**config.mk**
```make
export PLATFORM = sky130hd
export DESIGN_NAME = round_ctrl
export DESIGN_NICKNAME = d
export VERILOG_FILES = /design/src/rtl/round_ctrl.sv
export SDC_FILE = /design/constraint.sdc
export NUM_CORES = 1
export LEC_CHECK = 0
export BUFFER_PORTS_ARGS = -buffer_cell sky130_fd_sc_hd__clkbuf_2
export CORE_ASPECT_RATIO = 0.7
export CORE_MARGIN = 1
export CORE_UTILIZATION = 30
export DETAILED_ROUTE_END_ITERATION = 12
export PLACE_DENSITY = 0.5
export SYNTH_ARGS = -nofsm -noshare
export SYNTH_HDL_FRONTEND = slang
export SYNTH_SLANG_ARGS = --single-unit
```
**constraint.sdc**
```tcl
create_clock -name clk -period 4.83 [get_ports clk]
set_input_delay 1.2075 -clock clk [delete_from_list [all_inputs] [get_ports clk]]
set_output_delay 1.2075 -clock clk [all_outputs]
set_load 0.01 [all_outputs]
```
**src/rtl/round_ctrl.sv**
```systemverilog
// round_ctrl -- game-round sequencer for the 24-game datapath.
//
// Draws four puzzle numbers from a 16-bit Galois LFSR, presents them on
// m1..m4, pulses START to the datapath, runs a per-round countdown and
// decides win/lose from the datapath's valid mask and slot-0 value.
//
// Build option: define RESTART_LIMIT_EN to cap restarts per round at
// MAX_RESTARTS. Undefined (default) means unlimited restarts.
//
// Ports:
//   clk          system clock
//   rst          synchronous active-high reset
//   tick_1hz     one-cycle countdown strobe
//   new_game     one-cycle pulse: start a new round
//   give_up      one-cycle pulse: abandon the round as a loss
//   restart_req  one-cycle pulse: ask the datapath to restart (PLAY only)
//   valid[3:0]   datapath valid mask
//   num1[9:0]    datapath slot-0 value
//   m1..m4[9:0]  puzzle numbers, zero-extended
//   start        START level to datapath
//   restart      RESTART level to datapath
//   time_left    seconds remaining in the round
//   score        rounds won, saturating at 255
//   win, lose    round outcome levels
//   busy         high in GEN, ARM or PLAY
//   dbg_state    current FSM state encoding
//
// Handshake: there is no valid/ready traffic here. Every input request is
// a single-cycle pulse acted on in the cycle it is seen (or dropped if the
// current state does not accept it); start/restart are levels the datapath
// edge-detects, held for HOLD_CYCLES cycles.

module round_ctrl #(
   parameter int          MAX_VAL      = 13,
   parameter int          ROUND_SECS   = 60,
   parameter int          HOLD_CYCLES  = 2,
   parameter logic [15:0] SEED         = 16'hACE1,
   parameter int          MAX_RESTARTS = 3
) (
   input  logic       clk,
   input  logic       rst,
   input  logic       tick_1hz,
   input  logic       new_game,
   input  logic       give_up,
   input  logic       restart_req,
   input  logic [3:0] valid,
   input  logic [9:0] num1,
   output logic [9:0] m1,
   output logic [9:0] m2,
   output logic [9:0] m3,
   output logic [9:0] m4,
   output logic       start,
   output logic       restart,
   output logic [7:0] time_left,
   output logic [7:0] score,
   output logic       win,
   output logic       lose,
   output logic       busy,
   output logic [2:0] dbg_state
);

   typedef enum logic [2:0] {
      S_IDLE = 3'd0,
      S_GEN  = 3'd1,
      S_ARM  = 3'd2,
      S_PLAY = 3'd3,
      S_WIN  = 3'd4,
      S_LOSE = 3'd5
   } state_t;

   localparam int          HOLD_W = $clog2(HOLD_CYCLES + 1);
   localparam logic [3:0]  MAX_F  = 4'(MAX_VAL);

   state_t              r_state;
   state_t              w_next;

   logic [15:0]         r_lfsr;
   logic [15:0]         w_lfsr_next;
   logic [1:0]          r_idx;
   logic [3:0]          r_m1, r_m2, r_m3, r_m4;
   logic [HOLD_W-1:0]   r_arm_cnt;
   logic                r_play_seen;
   logic [7:0]          r_time;
   logic [7:0]          r_score;
   logic                r_restart;
   logic [HOLD_W-1:0]   r_rst_cnt;

   logic [3:0]          w_f;
   logic                w_accept;
   logic                w_eval;
   logic                w_tick_act;
   logic                w_play_stay;
   logic                w_rs_allow;
   logic                w_rs_issue;

   // Galois form of x^16+x^14+x^13+x^11+1, shifting right.
   assign w_lfsr_next = {1'b0, r_lfsr[15:1]} ^ (r_lfsr[0] ? 16'hB400 : 16'h0000);

   assign w_f      = r_lfsr[3:0];
   assign w_accept = (w_f != 4'd0) && (w_f <= MAX_F);

   // The datapath needs a couple of cycles after START before its valid
   // mask means anything, so the first PLAY cycle is never evaluated.
   assign w_eval = (valid == 4'b1000) && r_play_seen;

   // A tick only counts when nothing of higher priority acts this cycle.
   assign w_tick_act = (r_state == S_PLAY) && tick_1hz && !new_game && !give_up && !w_eval;

   assign w_play_stay = (r_state == S_PLAY) && (w_next == S_PLAY);
   assign w_rs_issue  = w_play_stay && !r_restart && restart_req && w_rs_allow;

   // ---------------- state register ----------------
   always_ff @(posedge clk) begin
      if (rst) r_state <= S_IDLE;
      else     r_state <= w_next;
   end

   // ---------------- next-state logic ----------------
   always_comb begin
      w_next = r_state;
      case (r_state)
         S_IDLE: if (new_game) w_next = S_GEN;
         S_GEN:  if (w_accept && (r_idx == 2'd3)) w_next = S_ARM;
         S_ARM:  if (r_arm_cnt == HOLD_W'(HOLD_CYCLES)) w_next = S_PLAY;
         S_PLAY: begin
            if (new_game)                      w_next = S_GEN;
            else if (give_up)                  w_next = S_LOSE;
            else if (w_eval)                   w_next = (num1 == 10'd24) ? S_WIN : S_LOSE;
            else if (w_tick_act && (r_time <= 8'd1)) w_next = S_LOSE;
         end
         S_WIN, S_LOSE: if (new_game) w_next = S_GEN;
         default: w_next = S_IDLE;
      endcase
   end

   // ---------------- output logic ----------------
   always_comb begin
      start     = (r_state == S_ARM) && (r_arm_cnt < HOLD_W'(HOLD_CYCLES));
      busy      = (r_state == S_GEN) || (r_state == S_ARM) || (r_state == S_PLAY);
      win       = (r_state == S_WIN);
      lose      = (r_state == S_LOSE);
      dbg_state = r_state;
   end

   assign m1        = {6'd0, r_m1};
   assign m2        = {6'd0, r_m2};
   assign m3        = {6'd0, r_m3};
   assign m4        = {6'd0, r_m4};
   assign restart   = r_restart;
   assign time_left = r_time;
   assign score     = r_score;

   // ---------------- datapath registers ----------------
   always_ff @(posedge clk) begin
      if (rst) begin
         r_lfsr      <= SEED;
         r_idx       <= 2'd0;
         r_m1        <= 4'd0;
         r_m2        <= 4'd0;
         r_m3        <= 4'd0;
         r_m4        <= 4'd0;
         r_arm_cnt   <= '0;
         r_play_seen <= 1'b0;
         r_time      <= 8'd0;
         r_score     <= 8'd0;
         r_restart   <= 1'b0;
         r_rst_cnt   <= '0;
      end else begin
         r_lfsr <= w_lfsr_next;

         // Rejected draws leave idx alone; idx wraps to 0 after slot 3.
         if ((r_state == S_GEN) && w_accept) begin
            case (r_idx)
               2'd0: r_m1 <= w_f;
               2'd1: r_m2 <= w_f;
               2'd2: r_m3 <= w_f;
               default: r_m4 <= w_f;
            endcase
            r_idx <= r_idx + 2'd1;
         end

         if (r_state == S_ARM) r_arm_cnt <= r_arm_cnt + HOLD_W'(1);
         else                  r_arm_cnt <= '0;

         r_play_seen <= (r_state == S_PLAY);

         if ((r_state == S_ARM) && (w_next == S_PLAY))
            r_time <= 8'(ROUND_SECS);
         else if (w_tick_act && (r_time != 8'd0))
            r_time <= r_time - 8'd1;

         if ((r_state == S_PLAY) && (w_next == S_WIN) && (r_score != 8'hFF))
            r_score <= r_score + 8'd1;

         // Leaving PLAY kills any restart pulse on the same edge.
         if (!w_play_stay) begin
            r_restart <= 1'b0;
            r_rst_cnt <= '0;
         end else if (r_restart) begin
            if (r_rst_cnt == HOLD_W'(HOLD_CYCLES - 1)) begin
               r_restart <= 1'b0;
               r_rst_cnt <= '0;
            end else begin
               r_rst_cnt <= r_rst_cnt + HOLD_W'(1);
            end
         end else if (w_rs_issue) begin
            r_restart <= 1'b1;
            r_rst_cnt <= '0;
         end
      end
   end

`ifdef RESTART_LIMIT_EN
   localparam int RS_W = ($clog2(MAX_RESTARTS + 1) < 2) ? 2 : $clog2(MAX_RESTARTS + 1);

   logic [RS_W-1:0] r_rs_issued;

   assign w_rs_allow = (r_rs_issued != RS_W'(MAX_RESTARTS));

   always_ff @(posedge clk) begin
      if (rst)
         r_rs_issued <= '0;
      else if ((r_state == S_GEN) && (w_next == S_ARM))
         r_rs_issued <= '0;
      else if (w_rs_issue)
         r_rs_issued <= r_rs_issued + RS_W'(1);
   end
`else
   // Unlimited restarts; MAX_RESTARTS only matters when the cap is built.
   assign w_rs_allow = (MAX_RESTARTS >= 0);
`endif

endmodule

```
==> results of run 1 <==
[synth_stat cells, types with 2 or more instances]
library cell | number | area, um2
nor2_1 | 26 | 97.59
mux2i_1 | 2 | 20.02
nand3_1 | 19 | 95.09
nand4_1 | 2 | 12.51
a21oi_1 | 26 | 130.1
nand2b_1 | 6 | 37.54
o31ai_1 | 3 | 22.52
nor3_1 | 9 | 45.04
nand2_1 | 28 | 105.1
nor4_1 | 5 | 31.28
a311oi_1 | 3 | 26.28
a211o_1 | 2 | 17.52
ha_1 | 8 | 100.1
or4_1 | 4 | 30.03
buf_2 | 3 | 15.01
xnor2_1 | 13 | 113.9
nor2b_1 | 9 | 56.30
dfxtp_1 | 59 | 1181
nand4bb_1 | 2 | 22.52
buf_4 | 25 | 187.7
or2_2 | 5 | 31.28
a211oi_1 | 4 | 30.03
inv_1 | 11 | 41.29
clkbuf_1 | 7 | 26.28
or2_1 | 3 | 18.77
[power groups by stage]
stage                     logic [mW]  clock network [mW]  registers (mW)
after floorplan               0.0609                   0           0.517
after global placement        0.0640                   0           0.520
after detailed placement      0.0644                   0           0.520
after CTS                     0.0649               0.573           0.510
after global routing          0.0739               0.595           0.511
final                         0.0640               0.555           0.510
[sequential cells by signal, summed over array words and instances, names as in the netlist, 3 cells and up]
signal,count
dbg_state,3
r_lfsr,16
r_m1,4
r_m2,4
r_m3,4
r_m4,4
score,8
time_left,8
[kinds of logic after synthesis]
group	count (synthesis)	share of synthesized area
and+or+nand+nor	128	0.2544
muxes	2	0.007442
DFF	59	0.4391
AOI/OAI and AO/OA	46	0.1177
adders and majority gates	8	0.03721
other	1	0.001394
buffers and inverters	46	0.1005
xor gates and xnor gates	13	0.04233
[per-stage QoR]
step / power (mW) / area (um2) / setup slack [ns]
2_1_floorplan: 0.5779 / 2776 / 2.232
3_3_place_gp: 0.5842 / 3008 / 1.932
3_5_place_dp: 0.5845 / 3008 / 1.871
4_1_cts: 1.148 / 3269 / 2.200
5_1_grt: 1.181 / 3269 / 1.994
6_report: 1.129 / 3269 / 2.210
[layout make-up]
class                   count  area share
flip-flops and latches     59      0.3613
repair buffers             61     0.09491
well taps                 120     0.04592
inverters                  11     0.01263
clock inverters             3    0.004592
clock buffers              12     0.07539
multi-input cells         221      0.4053
[final timing paths]
kind	from	to	slack, ns	cells after the start
worst min register to register	r_lfsr[6]	r_lfsr[5]	0.40	1
worst max register to register	dbg_state[1]	score[5]	2.74	5
worst min-delay path	r_lfsr[6]	r_lfsr[5]	0.40	1
worst max-delay path	new_game	score[5]	2.21	6
[layer usage]
layer  vias up  GRT usage
met5         -          0
met4         0    0.03247
met3         6    0.05746
met2        50     0.1729
met1       962     0.1817
li1       1120          -
==> impl_summary.log, run 1 <==
INFO  metric syn_avg_cell_area = 8.878 um2
INFO  metric switching_part_of_the_total = 0.2208
INFO  metric ys_dominant_reg_cell = dfxtp_1
INFO  metric worstSetupPathType = in -> reg
INFO  metric worstPathMaxFanout = 5
INFO  metric cts_repair_resize_count = 0
INFO  metric max_clock_buf_depth = 2
INFO  metric maxCapViolCount = 0
INFO  metric max_clock_freq = around 0.38 GHz
INFO  metric globalRouteOverflowTotal = 0
INFO  metric post-route-drc-count = 0
INFO  metric diodes = 0
INFO  metric tritoncts = yes
INFO  metric antenna_found_initial = 0
INFO  metric clkSinkCount = 59
INFO  metric layoutNonFillerInstCount = just under 500
INFO  metric ant_nets = 0
INFO  metric place.detailed.hpwl = around 4100 um
INFO  metric hold_viol_final = 0
INFO  metric drive_above_1_share = 0.2343
INFO  metric regArea = between 0.001 and 0.0015 mm2
INFO  metric clk_pin_slew_worst_paths = 0.05 ns
INFO  metric max-vdd-ir-drop = 0.0001528 V
INFO  metric max_stage_delay = roughly 0.4 ns
INFO  metric via_count = 2138
INFO  metric multiInputGateArea = 0.001325 mm2
INFO  metric fp.dieArea = 0.009356 mm2
INFO  metric period_needed = 2.620 ns
INFO  metric critPathCaptureType = register
INFO  metric count_of_input_and_output_buffers = 59
INFO  metric synthArstFlopShare = 0
INFO  metric timing.critical_path.required = 5.08 ns
INFO  metric combinationalPowerShare = 0.057
INFO  metric final_report_setup_violation_count = 0
INFO  metric io_pins = 84
INFO  metric cts.hold.buffers_added = 0
INFO  metric yosys.cell_types.count = 44
INFO  metric fp-row-count = 28
INFO  metric crit_path_cell_trace = clkbuf_2, nor4_1, nand4bb_1, or2_1, or4_1, a21oi_1
INFO  metric number_of_cells_produced_by_synthesis = 303
INFO  metric cp_slowest_cell = or4_1
INFO  metric setup.worst_path.start_class = primary input
INFO  metric htreeDepth = 3
INFO  metric final.hold.worst_slack = 0.3975 ns
INFO  metric final_util = 0.3809
INFO  metric grt_pass1_vias = 1858
INFO  metric clock_latency = 0.32 ns
INFO  metric internal-power = 0.8799 mW
INFO  metric drt_iter0_drc = 104
INFO  metric filler_cell_count = 901
INFO  metric timing.clock.skew = 0.007685 ns
INFO  metric power_density_of_the_placed_cells = around 350 mW/mm2
INFO  metric switchingPower = 0.2493 mW
INFO  metric synth_sequential_area_ratio = 0.4391
INFO  metric hold_path_class = reg -> reg
INFO  metric die_height = ~81 um
INFO  metric post_drt_via_cell_ratio = 4.390
INFO  metric wirelength_met1 = 3032 um
INFO  metric post_cts_setup_repair_bufs = 0
INFO  metric timing.final.crit_share = 0.5425
INFO  metric gpl.final_weighted_congestion = 0.7678
INFO  metric num_cts_buffers = 9
INFO  metric timing_worst_slew_pin_value = 0.6159 ns
INFO  metric power_frac_seq = 0.452
INFO  metric routed-wl-met2 = 2223 um
INFO  metric slew_violations = 0
INFO  metric timing.critical_path.buf_inv = 1
INFO  metric route.top_layer_used = met4
INFO  metric synth-warning-count = 0
INFO  metric cp_arrival = 2.87 ns
INFO  metric power_leakage = 1.317 nW
INFO  metric gr-usage-all-layers = 0.1284
INFO  metric grt_pass1_wl = 9149 um
INFO  metric mostFrequentLayoutCells = 59 x dfxtp_1, 59 x clkbuf_2, 28 x nand2_1
INFO  metric status = completed
INFO  metric cts_root_buffer = clkbuf_16
INFO  metric fp.coreArea = 0.008583 mm2
INFO  metric initial_core_util = 0.3134
INFO  metric met3_wirelength = 281 um
INFO  metric path_delay_family = simple AND/OR/NAND/NOR gates
INFO  metric worst_slew_margin_rel = 0.5856
INFO  metric synth_seq_cells = 59
INFO  metric maximum_number_of_pins_on_one_net_before_global_route_repair = 43
INFO  metric syn_area = 0.002690 mm2
INFO  metric mean_routed_wirelength_per_cell = about 11 um
INFO  metric fin_tns_setup = 0 ns
INFO  metric p_clk_frac = 0.491
INFO  metric flow.area_growth_from_synthesis = 21.54%
INFO  metric wl = between 5000 and 6000 um
INFO  metric nets_finish = 391
INFO  metric drt-pass1-iter-count = 4
INFO  metric die_w = 115.2 um
INFO  metric placedCellCount = 472
INFO  metric synth-edff-count = 0
INFO  metric grt_setup_unrepaired = no
(Power assumes the default switching activity.)
==> run 2, diff against run 1 <==
Settings changed: PLACE_DENSITY 0.5 to 0.51.
Clock period 4.83 ns to 2.3 ns, I/O delays scaled along.
==> run 2 against run 1 <==
  * Wire length grew 8.0%
  * Total power grew 140%
  * Sequential power grew 110%
  * Highest routed layer unchanged
  * Die area is the same
  * Largest power group unchanged
  * Combinational power grew 120%
  * Largest cell class unchanged
  * Global-route usage grew 0.64 points
  * Register-to-register slack lost 2.5 ns
  * Non-clock buffer count grew 4
  * Worst setup slack lost 2.0 ns
==> impl_summary.log, run 2 (same netlist as run 1, synthesis figures left out) <==
INFO  metric status = completed
INFO  metric post_drt_via_cell_ratio = roughly 4.5
INFO  metric tritoncts = yes
INFO  metric reg2reg_from = time_left[0]
INFO  metric hold_viol_final = 0
INFO  metric htreeDepth = 3
INFO  metric max_clock_buf_depth = 2
INFO  metric drive_above_1_share = 0.2473
INFO  metric diodes = 0
INFO  metric slew_violations = 0
INFO  metric cts_root_buffer = clkbuf_16
INFO  metric post-route-drc-count = 0
INFO  metric die_w = 115.2 um
INFO  metric cts.hold.buffers_added = 0
INFO  metric cts_repair_resize_count = 0
INFO  metric power_leakage = 1.375 nW
INFO  metric final_util = 0.3949
INFO  metric timing.clock.skew = 0.003697 ns
INFO  metric timing.critical_path.from = time_left[0]
INFO  metric cp_arrival = 2.24 ns
INFO  metric max_stage_delay = 0.51 ns
INFO  metric final.hold.worst_slack = 0.4066 ns
INFO  metric timing.final.crit_share = 0.8881
INFO  metric placedCellCount = 476
INFO  metric drt_iter0_drc = 83
INFO  metric max_clock_freq = 0.4895 GHz
INFO  metric antenna_found_initial = 0
INFO  metric via_count = 2194
INFO  metric multiInputGateArea = 0.001325 mm2
INFO  metric maximum_number_of_pins_on_one_net_before_global_route_repair = 52
INFO  metric grt_pass1_wl = 9453 um
INFO  metric period_needed = between 2 and 2.5 ns
INFO  metric place.detailed.hpwl = 4334 um
INFO  metric maxCapViolCount = 0
INFO  metric nets_finish = 395
INFO  metric die_height = 81.23 um
INFO  metric max-vdd-ir-drop = approximately 0.00044 V
INFO  metric initial_core_util = 0.3134
INFO  metric fin_tns_setup = 0 ns
INFO  metric post_cts_setup_repair_bufs = 0
INFO  metric clkSinkCount = 59
INFO  metric wl = 6040 um
INFO  metric globalRouteOverflowTotal = 0
INFO  metric worstHoldStart = r_lfsr[12]
INFO  metric gpl.final_weighted_congestion = 0.7782
INFO  metric timing.critical_path.required = between 2 and 2.5 ns
INFO  metric final_report_setup_violation_count = 0
INFO  metric worst_slew_margin_rel = 0.6025
INFO  metric worstPathMaxFanout = 6
INFO  metric worstSetupPathType = reg -> reg
INFO  metric flow.area_growth_from_synthesis = 26.00%
INFO  metric total_power = 2.716 mW
INFO  metric mean_routed_wirelength_per_cell = 12.28 um
INFO  metric grt_pass1_vias = around 1900
INFO  metric number_of_flip_flops_in_the_largest_register = 16
INFO  metric layoutNonFillerInstCount = 492
INFO  metric grt_setup_unrepaired = no
INFO  metric hold_path_class = reg -> reg
INFO  metric clk_pin_slew_worst_paths = 0.05 ns
INFO  metric mostFrequentLayoutCells = 59 x dfxtp_1, 59 x clkbuf_2, 28 x nand2_1
INFO  metric fp-row-count = 28
INFO  metric clock_latency = 0.32 ns
INFO  metric fp.dieArea = 0.009356 mm2
INFO  metric ant_nets = 0
INFO  metric fp.coreArea = 0.008583 mm2
INFO  metric register_with_the_highest_flop_count = r_lfsr
INFO  metric timing_worst_slew_pin_value = 0.5908 ns
INFO  metric crit_path_cell_trace = inv_1, ha_1, or3b_2, o22ai_2, nor2_1, a221oi_1, a311oi_1
INFO  metric critPathCaptureType = register
INFO  metric regArea = 0.001181 mm2
INFO  metric cp_slowest_cell = or3b_2
INFO  metric count_of_input_and_output_buffers = 59
INFO  metric io_pins = 84
INFO  metric drt-pass1-iter-count = 4
INFO  metric gr-usage-all-layers = 0.1348
INFO  metric filler_cell_count = 879
INFO  metric power_density_of_the_placed_cells = 801.2 mW/mm2
INFO  metric num_cts_buffers = 9
INFO  metric setup.worst_path.start_class = register
## run 2: worst max-delay path: cells and delay by family, from the launching register on
family | cells | cell delay [ns]
compound gates | 3 | 0.63
fa+ha+maj | 1 | 0.17
buf+inv | 1 | 0.08
simple gates | 2 | 0.68
flops | 1 | 0.36
## run 2: worst paths after layout
check / end / slack [ns] / cells after the start
max: time_left[3] / 0.26 / 7
min: r_lfsr[11] / 0.41 / 1
max reg2reg: time_left[3] / 0.26 / 7
min reg2reg: r_lfsr[11] / 0.41 / 1
## run 2: area by class of cell
type                            instances  area share
Clock inverter                          3     0.02030
Clock buffer                           13     0.07973
Timing Repair Buffer                   65      0.1041
Tap cell                              120     0.04430
Multi-Input combinational cell        221      0.3909
Sequential cell                        59      0.3485
Inverter                               11     0.01218
## run 2: through the flow
step                setup WS, ns  area [um2]
global placement          0.1952        3050
detailed placement        0.1315        3050
finish                    0.2573        3390
CTS                       0.2780        3390
global route              0.1578        3390
floorplan                 0.3344        2776
## run 2: where the power goes
| group | switching, mW | internal (mW) |
|---|---|---|
| Clock | 0.465 | 1.04 |
| Sequential | 0.0210 | 1.05 |
| Combinational | 0.0852 | 0.0559 |
| Total | 0.571 | 2.14 |
## run 2: layer usage
metal	up-vias	GRT usage	wire [um]
met3	9	0.05224	337
li1	1130	-	-
met5	-	0	0
met1	1000	0.1874	3243
met4	0	0.05065	88
met2	55	0.1849	2371
